$ cat src/rtl/float_pkg.sv
// ----------------------------------------------------------------------------
// float_pkg
// Shared types and constants for the floating-point stimulus blocks.
//   rand_mode_e  : sample shaping mode of float_rand_gen (encoding 3 is
//                  reserved and treated as RAND_RAW by the generator)
//   LFSR64_TAPS  : Galois feedback mask for x^64 + x^63 + x^61 + x^60 + 1
//   float_t      : single-precision layout (EXP_W = 8, MAN_W = 23)
//   lfsr64_step  : one right-shifting Galois step of the 64-bit LFSR
// ----------------------------------------------------------------------------
package float_pkg;

    typedef enum logic [1:0] {
        RAND_RAW       = 2'd0,
        RAND_BOUNDED   = 2'd1,
        RAND_ZERO_ONLY = 2'd2
    } rand_mode_e;

    // Right-shift Galois form: polynomial term x^k maps to mask bit k-1.
    localparam logic [63:0] LFSR64_TAPS = 64'hD800_0000_0000_0000;

    typedef struct packed {
        logic        sign;
        logic [7:0]  exp;
        logic [22:0] man;
    } float_t;

    function automatic logic [63:0] lfsr64_step(input logic [63:0] s);
        return {1'b0, s[63:1]} ^ (s[0] ? LFSR64_TAPS : 64'd0);
    endfunction

endpackage

$ cat src/rtl/lfsr64.sv
// ----------------------------------------------------------------------------
// lfsr64
// 64-bit Galois LFSR that advances on every clock outside reset. A load
// replaces the step for that cycle; a zero seed (parameter or load value)
// is replaced by 64'h1 so the register never locks up in the all-zero state.
// Ports:
//   clk      : clock
//   rst      : synchronous, active-high reset (state <- SEED, or 1 if SEED=0)
//   load     : take load_val on the next edge instead of stepping
//   load_val : seed to load
//   state    : current LFSR state
// ----------------------------------------------------------------------------
module lfsr64
    import float_pkg::*;
#(
    parameter logic [63:0] SEED = 64'h1
) (
    input  logic        clk,
    input  logic        rst,
    input  logic        load,
    input  logic [63:0] load_val,
    output logic [63:0] state
);

    localparam logic [63:0] SEED_EFF = (SEED == 64'd0) ? 64'd1 : SEED;

    logic [63:0] state_q;
    logic [63:0] state_d;

    always_comb begin
        if (load) begin
            state_d = (load_val == 64'd0) ? 64'd1 : load_val;
        end else begin
            state_d = lfsr64_step(state_q);
        end
    end

    // NOTE: clocked state uses non-blocking assignments so every register
    // samples the pre-edge values of the others, independent of block order.
    always_ff @(posedge clk) begin
        if (rst) begin
            state_q <= SEED_EFF;
        end else begin
            state_q <= state_d;
        end
    end

    assign state = state_q;

endmodule

$ cat src/rtl/float_rand_gen.sv
// ----------------------------------------------------------------------------
// float_rand_gen
// Pseudo-random floating-point sample source behind a valid/ready handshake.
// Each loaded sample is the low 1+EXP_W+MAN_W bits of the LFSR, shaped by
// mode (RAW / BOUNDED exponent clamp / ZERO_ONLY), periodic signed-zero
// injection every ZERO_RATE-th load, and exponent-0 handling.
//
// Build option: define FLOAT_RAND_SUBNORM_EN to let subnormals through;
// otherwise exponent-0 samples have their mantissa cleared (flush-to-zero).
//
// Ports:
//   clk        : clock
//   rst        : synchronous, active-high reset
//   en         : generation enable
//   mode       : 0 RAW, 1 BOUNDED, 2 ZERO_ONLY, 3 reserved (RAW)
//   seed_load  : load seed_val into the LFSR, clear zero counter, no sample
//   seed_val   : seed to load (0 is replaced by 64'h1)
//   out_valid  : out_float holds a sample
//   out_ready  : consumer accepts the sample
//   out_float  : {sign, biased exponent, mantissa}
//   sample_cnt : accepted transfers since reset, wrapping at 2^32
// ----------------------------------------------------------------------------
module float_rand_gen
    import float_pkg::*;
#(
    parameter int unsigned EXP_W     = 8,
    parameter int unsigned MAN_W     = 23,
    parameter int unsigned ZERO_RATE = 10,
    parameter int unsigned MAX_POW   = 9,
    parameter logic [63:0] SEED      = 64'h1
) (
    input  logic                   clk,
    input  logic                   rst,
    input  logic                   en,
    input  logic [1:0]             mode,
    input  logic                   seed_load,
    input  logic [63:0]            seed_val,
    output logic                   out_valid,
    input  logic                   out_ready,
    output logic [EXP_W+MAN_W:0]   out_float,
    output logic [31:0]            sample_cnt
);

    localparam int unsigned FW       = 1 + EXP_W + MAN_W;
    localparam int unsigned ZC_W     = (ZERO_RATE > 1) ? $clog2(ZERO_RATE) : 1;
    localparam int unsigned BIAS     = (32'd1 << (EXP_W - 1)) - 32'd1;
    localparam int unsigned EXP_ALL1 = (32'd1 << EXP_W) - 32'd1;
    // Clamp target BIAS+MAX_POW; it stays finite as long as MAX_POW <= BIAS.
    localparam int unsigned LIM_INT  = (BIAS + MAX_POW < EXP_ALL1) ? (BIAS + MAX_POW) : EXP_ALL1;
    localparam logic [EXP_W-1:0] EXP_LIM = LIM_INT[EXP_W-1:0];

    logic [63:0] lfsr_state;
    // Only the low FW bits feed the sample; the rest are folded away here.
    logic        unused_lfsr;

    lfsr64 #(
        .SEED(SEED)
    ) u_lfsr (
        .clk      (clk),
        .rst      (rst),
        .load     (seed_load),
        .load_val (seed_val),
        .state    (lfsr_state)
    );

    assign unused_lfsr = ^lfsr_state;

    logic              out_valid_q, out_valid_d;
    logic [FW-1:0]     out_float_q, out_float_d;
    logic [31:0]       sample_cnt_q, sample_cnt_d;
    logic [ZC_W-1:0]   zcnt_q, zcnt_d;

    logic              load;
    logic              xfer;
    logic              zero_hit;
    logic              sign_v;
    logic [EXP_W-1:0]  exp_v;
    logic [MAN_W-1:0]  man_v;

    // NOTE: every always_comb output gets a default before any branch, so no
    // path leaves a value unassigned and no latch is inferred.
    always_comb begin
        xfer     = out_valid_q && out_ready;
        load     = en && !seed_load && (!out_valid_q || out_ready);
        zero_hit = (ZERO_RATE != 0) && (zcnt_q == ZC_W'(ZERO_RATE - 1));

        sign_v = lfsr_state[FW-1];
        exp_v  = lfsr_state[FW-2 -: EXP_W];
        man_v  = lfsr_state[MAN_W-1:0];

        case (mode)
            RAND_BOUNDED: begin
                if (exp_v > EXP_LIM) exp_v = EXP_LIM;
            end
            RAND_ZERO_ONLY: begin
                exp_v = '0;
                man_v = '0;
            end
            default: ;
        endcase

        // Injected zeros keep the raw sign so both +0 and -0 appear.
        if (zero_hit) begin
            exp_v = '0;
            man_v = '0;
        end

`ifdef FLOAT_RAND_SUBNORM_EN
        // Subnormals pass through unchanged.
`else
        if (exp_v == '0) man_v = '0;
`endif

        out_valid_d  = out_valid_q;
        out_float_d  = out_float_q;
        sample_cnt_d = sample_cnt_q;
        zcnt_d       = zcnt_q;

        if (xfer) begin
            sample_cnt_d = sample_cnt_q + 32'd1;
            out_valid_d  = 1'b0;
        end

        if (load) begin
            out_valid_d = 1'b1;
            out_float_d = {sign_v, exp_v, man_v};
            if (ZERO_RATE != 0) begin
                zcnt_d = zero_hit ? '0 : zcnt_q + 1'b1;
            end
        end

        // A reseed restarts the zero-injection phase along with the LFSR.
        if (seed_load) begin
            zcnt_d = '0;
        end
    end

    always_ff @(posedge clk) begin
        if (rst) begin
            out_valid_q  <= 1'b0;
            out_float_q  <= '0;
            sample_cnt_q <= '0;
            zcnt_q       <= '0;
        end else begin
            out_valid_q  <= out_valid_d;
            out_float_q  <= out_float_d;
            sample_cnt_q <= sample_cnt_d;
            zcnt_q       <= zcnt_d;
        end
    end

    assign out_valid  = out_valid_q;
    assign out_float  = out_float_q;
    assign sample_cnt = sample_cnt_q;

endmodule

$ cat config.mk
export PLATFORM = sky130hd
export DESIGN_NAME = float_rand_gen
export DESIGN_NICKNAME = d
export VERILOG_FILES = /design/src/rtl/float_pkg.sv /design/src/rtl/lfsr64.sv /design/src/rtl/float_rand_gen.sv
export SDC_FILE = /design/constraint.sdc
export NUM_CORES = 1
export LEC_CHECK = 0
export BUFFER_PORTS_ARGS = -buffer_cell sky130_fd_sc_hd__buf_4
export CORE_UTILIZATION = 53
export DETAILED_ROUTE_END_ITERATION = 12
export PLACE_DENSITY = 0.8
export SYNTH_ARGS = -nofsm -noshare
export SYNTH_HDL_FRONTEND = slang
export SYNTH_SLANG_ARGS = --single-unit
$ cat constraint.sdc
create_clock -name clk -period 2.81 [get_ports clk]
set_input_delay 0.843 -clock clk [delete_from_list [all_inputs] [get_ports clk]]
set_output_delay 0.843 -clock clk [all_outputs]
set_load 0.005 [all_outputs]
# == After elaboration in Yosys (flattened, before gate mapping) ==
# Cells that the tools add are included.
# classes
addsub,2
n_lt_le_gt_ge,1
n_eq_ne,3
mux,12
n_bitwise,1
reduce_logical,10
# op_table
cell,n
two-way mux 64 bit,3
two-way mux 23 bit,3
logical NOT 64 bit,1
XOR 63 x 64 -> 64 bit,1
adder 32 x 1 -> 32 bit (second input constant),1
two-way mux 8 bit,2
case mux 8 bit (2 select lines),1
> comparator 8 bit (second input constant),1
logical NOT 8 bit,1
adder 4 x 1 -> 4 bit (second input constant),1
== test 4 bit (second input constant),1
two-way mux 4 bit,1
logical AND 1 bit,3
== test 2 x 1 -> 1 bit (second input constant),1
== test 2 bit (second input constant),1
logical NOT 1 bit,2
two-way mux 1 bit,2
nonzero test 2 bit,1
OR reduction 2 bit,1
logical OR 1 bit,1
# totals
register_bits,133
input_bits,71
out_inout_bits,65

# == Logic depth before layout (Yosys ltp) ==
# logic_depth
ltp_word,6
depth_mapped,8
ltp_nobuf,6

# == Hierarchy ==
# From an unflattened synthesis, not the netlist that was laid out.
# unflattened
cells_unflattened,603
area_unflattened_um2,5435.2
# by_module_without_submodules
module,instances,cells_each,area_per_inst_um2,seq_area_each_um2
float_rand_gen,1,368,3045.4,1381.3
lfsr64,1,235,2389.8,1281.2

# == Least setup slack after synthesis ==
# OpenSTA, ideal clock, no wires.
# synth_path
path_kind,input -> register
startpoint,input mode[0]
endpoint,register out_float_q[10] (netlist: out_float[10])
t_arrival_ps,2241
required_ps,2751
slack_ps,510
cell_stages,8
path_cell_list,inv_1 ha_1 nor2_1 nor4b_2 and3_1 buf_2 buf_2 a22o_1
# synth_between
elab_chain_cells,5
elab_cells_between_ends,8
classes_between,eq/ne: 2; mux: 5; reduce/logical: 1
# synth_lines
item,line_no,rtl
"start, declared",float_rand_gen.sv:35,"input logic [1:0] mode,"
== test 2 bit / == test 2 x 1 -> 1 bit (equally long branches),float_rand_gen.sv:91,case (mode)
case mux 8 bit (2 select lines),float_rand_gen.sv:91,
two-way mux 8 bit,float_rand_gen.sv:103,if (zero_hit) begin
logical NOT 8 bit,float_rand_gen.sv:111,if (exp_v == '0) man_v = '0;
two-way mux 23 bit *,float_rand_gen.sv:111,
"end signal, assigned",float_rand_gen.sv:146,out_float_q <= out_float_d;
"end, declared",float_rand_gen.sv:69,"logic [FW-1:0] out_float_q, out_float_d;"
# Every way passes the cells marked *; elsewhere a longest branch is shown, timed or not.
# A chain may end at the register's enable or synchronous reset.

# == Worst setup path after layout ==
# layout_path
startpoint,register sample_cnt_q[0] (netlist: sample_cnt[0])
endpoint,register sample_cnt_q[28] (netlist: sample_cnt[28])
# layout_between
elab_chain_cells,1
# layout_lines
item,line_no,rtl
"start, declared",float_rand_gen.sv:70,"logic [31:0] sample_cnt_q, sample_cnt_d;"
"start signal, assigned",float_rand_gen.sv:147,sample_cnt_q <= sample_cnt_d;
adder 32 x 1 -> 32 bit,float_rand_gen.sv:120,sample_cnt_d = sample_cnt_q + 32'd1;
# No other way between the ends.

==> flow_summary.yaml <==
floorplan:
  die_area_sq_um: 10400
  die_y_um: 102
  io-pin-count: 136
  floorplan.initialDensity_pct: 54.4
  core_area_sq_um: 9730
  die_w_um: 102
  placementRows: 36
job:
  number_of_maximum_capacitance_constraint_violations: 0
worst_setup_path:
  worstSetupPathType: "reg2reg"
  worstReg2RegStart: "sample_cnt[0]"
  r2r_slack_ps: 600
  start_kind: "flop"
  critPathLaunch: "sample_cnt[0]"
  rr_worst_depth: 5
  crit_end: "sample_cnt[28]"
  crit_arrival_ps: 2600
  crit_fanout: 17
  worstPathRequired_ps: 3200
  critPathCaptureType: "flop"
  crit-reg2reg-capture: "sample_cnt[28]"
cts:
  clkLatencyLatePin_ps: 510
  tritoncts_sink_count: 133
  ctsHtreeMaxLevel: 4
  clockBufferDepth: 2
  post_cts.resized_instances: 0
  clock_tree_from_tritoncts: "done"
  clkTransAtPathRegs_ps: 60
  cts_buffers: 17
  post-cts-setup-buffers: 0
  cts.hold.buffers_added: 0
  cts-root-buf: "sky130_fd_sc_hd__clkbuf_8"
timing:
  tightest_slew_ps: 1110
  clock_skew_ps: 6.43
  slew_violations: 0
  timing.setup.tns_ps: 0
  timing.final.hold_violations: 0
  grt_setup_unrepaired: "false"
  finalSetupViolCount: 0
  timing.slew.headroom_pct: 26.1
  fmax_mhz: 452
  fin_crit_ps: 2210
  period_utilisation_layout_pct: 78.7
final_layout:
  finish.cell_count_without_fillers: 820
  seq_area_sq_um: 2660
  area_growth_pct: 32.0
  nNetsFinal: 748
  filler_cell_count: 767
  post_route_cells_drive_above_1_share_pct: 26.8
  antennaDiodeCount: 0
  multiInputGateArea_sq_um: 2440
logic_synthesis:
  cell_types_occupying_the_most_area_after_synthesis: "sky130_fd_sc_hd__dfxtp_1, sky130_fd_sc_hd__mux2i_1, sky130_fd_sc_hd__nor2_1"
  syn_nets: 624
  cell_taking_the_most_area_after_synthesis: "sky130_fd_sc_hd__dfxtp_1"
  synth_top_family_by_area: "simple AND/OR/NAND/NOR gates"
  yosys.area_share.simple_pct: 20.0
  synth_top_cell_area_share_pct: 50.3
  ys_ff_latch: 133
  synth_xor_area_share_pct: 2.48
  synth.area.mux_share_pct: 12.0
  synth_adder_area_share_pct: 0.709
  yosys.cell_count.top_type: "sky130_fd_sc_hd__dfxtp_1"
  synth-edff-count: 0
  synth_area_per_cell_sq_um: 9.63
  synthesis.instances: 550
  synth_compound_area_share_pct: 10.9
  yosys_most_used_dff: "sky130_fd_sc_hd__dfxtp_1"
  synth_warnings: 0
  post_synth_most_frequent_cells: "sky130_fd_sc_hd__dfxtp_1, sky130_fd_sc_hd__nor2_1, sky130_fd_sc_hd__mux2i_1, sky130_fd_sc_hd__a21oi_1, sky130_fd_sc_hd__clkbuf_1"
  synthesized_area_sq_um: 5300
  yosysUniqueCellTypes: 44
  ys_async_sr_fraction_pct: 0
  synth_sequential_area_ratio_pct: 50.3
hold_path:
  hold_path.class: "reg2reg"
global_route:
  grt_use_met1_pct: 31.0
  grt_pass1_vias: 4406
  grt_max_degree: 73
  gr_peak_layer: "met2"
  grt.total_usage_pct: 25.4
  grt_overflow: 0
  antenna_found_initial: 0
  gr-usage-met2_pct: 43.4
  grt_first_pass_wirelength_um: 20500
  grt_util_met3_pct: 5.88
place:
  io_buffers: 135
  place.detailed.hpwl_um: 8760
  place_inst: 788
  place_congestion: 0.822
route:
  routed_wire_length_per_instance_um: 15.6
  wl_um: 12800
  detailroute.via_count: 4518
  via_count_normalized_by_instance_count: 5.51
  drcViolationCount: 0
  drt_first_iter_violations: 186
  ant_nets: 0
  first_pass_iters: 4
pwr:
  worst_ir_drop_vdd_v: 0.000386
  cellPowerDensity_nw_per_um2: 650
  cellLeakagePower_uw: 0.00295
run_status:
  status: "completed"
cell families (layout without fill, tap and decap cells):
logic type / Yosys count / count (layout)
simple gates: 205 / 205
flops: 133 / 133
compound gates: 84 / 84
mux: 63 / 63
buf+inv: 47 / 184
xor+xnor: 15 / 15
fa+ha+maj: 3 / 3
layer usage:
metal	routed length, um	vias up
met3	608	19
met1	5710	2138
li1	-	2242
met2	6290	119
met5	0	-
met4	218	0
power by group:
| part | switching (uW) | total (uW) | leakage (uW) | internal (uW) |
|---|---|---|---|---|
| clock | 816 | 2240 | 0.000282 | 1420 |
| sequential | 36.4 | 1990 | 0.00109 | 1950 |
| combinational | 158 | 318 | 0.00158 | 160 |
| total | 1010 | 4550 | 0.00295 | 3540 |
per-stage QoR:
stage | hold slack (ps) | setup slack [ps] | power [uW] | cell area [sq um] | util [%]
after floorplan | 431 | 510 | 2190 | 5300 | -
after global placement | 442 | 319 | 2330 | 6380 | 65.6
after detailed placement | 450 | 260 | 2340 | 6380 | 65.6
after CTS | 460 | 627 | 4570 | 6990 | 71.9
after global routing | 485 | 466 | 4690 | 6990 | 71.9
final | 459 | 599 | 4550 | 6990 | 71.9
worst min-delay path by stage:
| stage | start | endpoint | depth (start not counted) |
|---|---|---|---|
| 4_1_cts | out_float[31] | out_float[31] | 2 |
| 3_5_place_dp | out_float[31] | out_float[31] | 2 |
| 5_1_grt | u_lfsr.state[43] | u_lfsr.state[42] | 2 |
| 3_3_place_gp | u_lfsr.state[36] | u_lfsr.state[35] | 2 |
| 2_1_floorplan | u_lfsr.state[31] | out_float[31] | 2 |
| 6_report | out_float[31] | out_float[31] | 2 |
critical path, cell delays in order (launching register included):
cell                      delay [ps]
sky130_fd_sc_hd__dfxtp_1         390
sky130_fd_sc_hd__ha_1            210
sky130_fd_sc_hd__nand4_1         170
sky130_fd_sc_hd__or3_1           590
sky130_fd_sc_hd__nor4_1          360
sky130_fd_sc_hd__mux2_2          370
cells in the final DEF (no fill, tap or decap), types with 2 or more instances in the layout:
cell,count
sky130_fd_sc_hd__xnor2_1,10
sky130_fd_sc_hd__mux2i_1,61
sky130_fd_sc_hd__mux2_2,2
sky130_fd_sc_hd__nor4_1,21
sky130_fd_sc_hd__ha_1,3
sky130_fd_sc_hd__a21oi_1,31
sky130_fd_sc_hd__or3_2,2
sky130_fd_sc_hd__clkinvlp_4,5
sky130_fd_sc_hd__buf_4,141
sky130_fd_sc_hd__nor2_1,85
sky130_fd_sc_hd__and4_1,3
sky130_fd_sc_hd__a22o_1,23
sky130_fd_sc_hd__nand3_1,9
sky130_fd_sc_hd__dfxtp_1,133
sky130_fd_sc_hd__o211ai_1,3
sky130_fd_sc_hd__o21ai_0,5
sky130_fd_sc_hd__nand2b_1,3
sky130_fd_sc_hd__a32oi_1,2
sky130_fd_sc_hd__o31ai_1,14
sky130_fd_sc_hd__or4_1,16
sky130_fd_sc_hd__nor2b_1,6
sky130_fd_sc_hd__bufinv_16,3
sky130_fd_sc_hd__nand2_1,21
sky130_fd_sc_hd__or3_1,6
sky130_fd_sc_hd__nor3_1,9
sky130_fd_sc_hd__xor2_1,5
sky130_fd_sc_hd__nand4_1,14
sky130_fd_sc_hd__inv_1,10
sky130_fd_sc_hd__clkbuf_16,16
sky130_fd_sc_hd__clkinv_4,2
sky130_fd_sc_hd__or4_4,2
sky130_fd_sc_hd__clkbuf_8,4
sequential cells by signal, indices dropped and copies added, names as in the netlist:
register	count
zcnt_q	4
out_valid	1
u_lfsr.state	64
out_float	32
sample_cnt	32
area by class of cell:
type                    count  area share, %
inverters                  10          0.537
clock buffers              21           6.57
clock inverters            11           2.15
flip-flops and latches    133           38.1
well taps                 133           2.38
multi-input cells         370           34.9
repair buffers            142           15.4
Power figures use the tool's default switching activity.
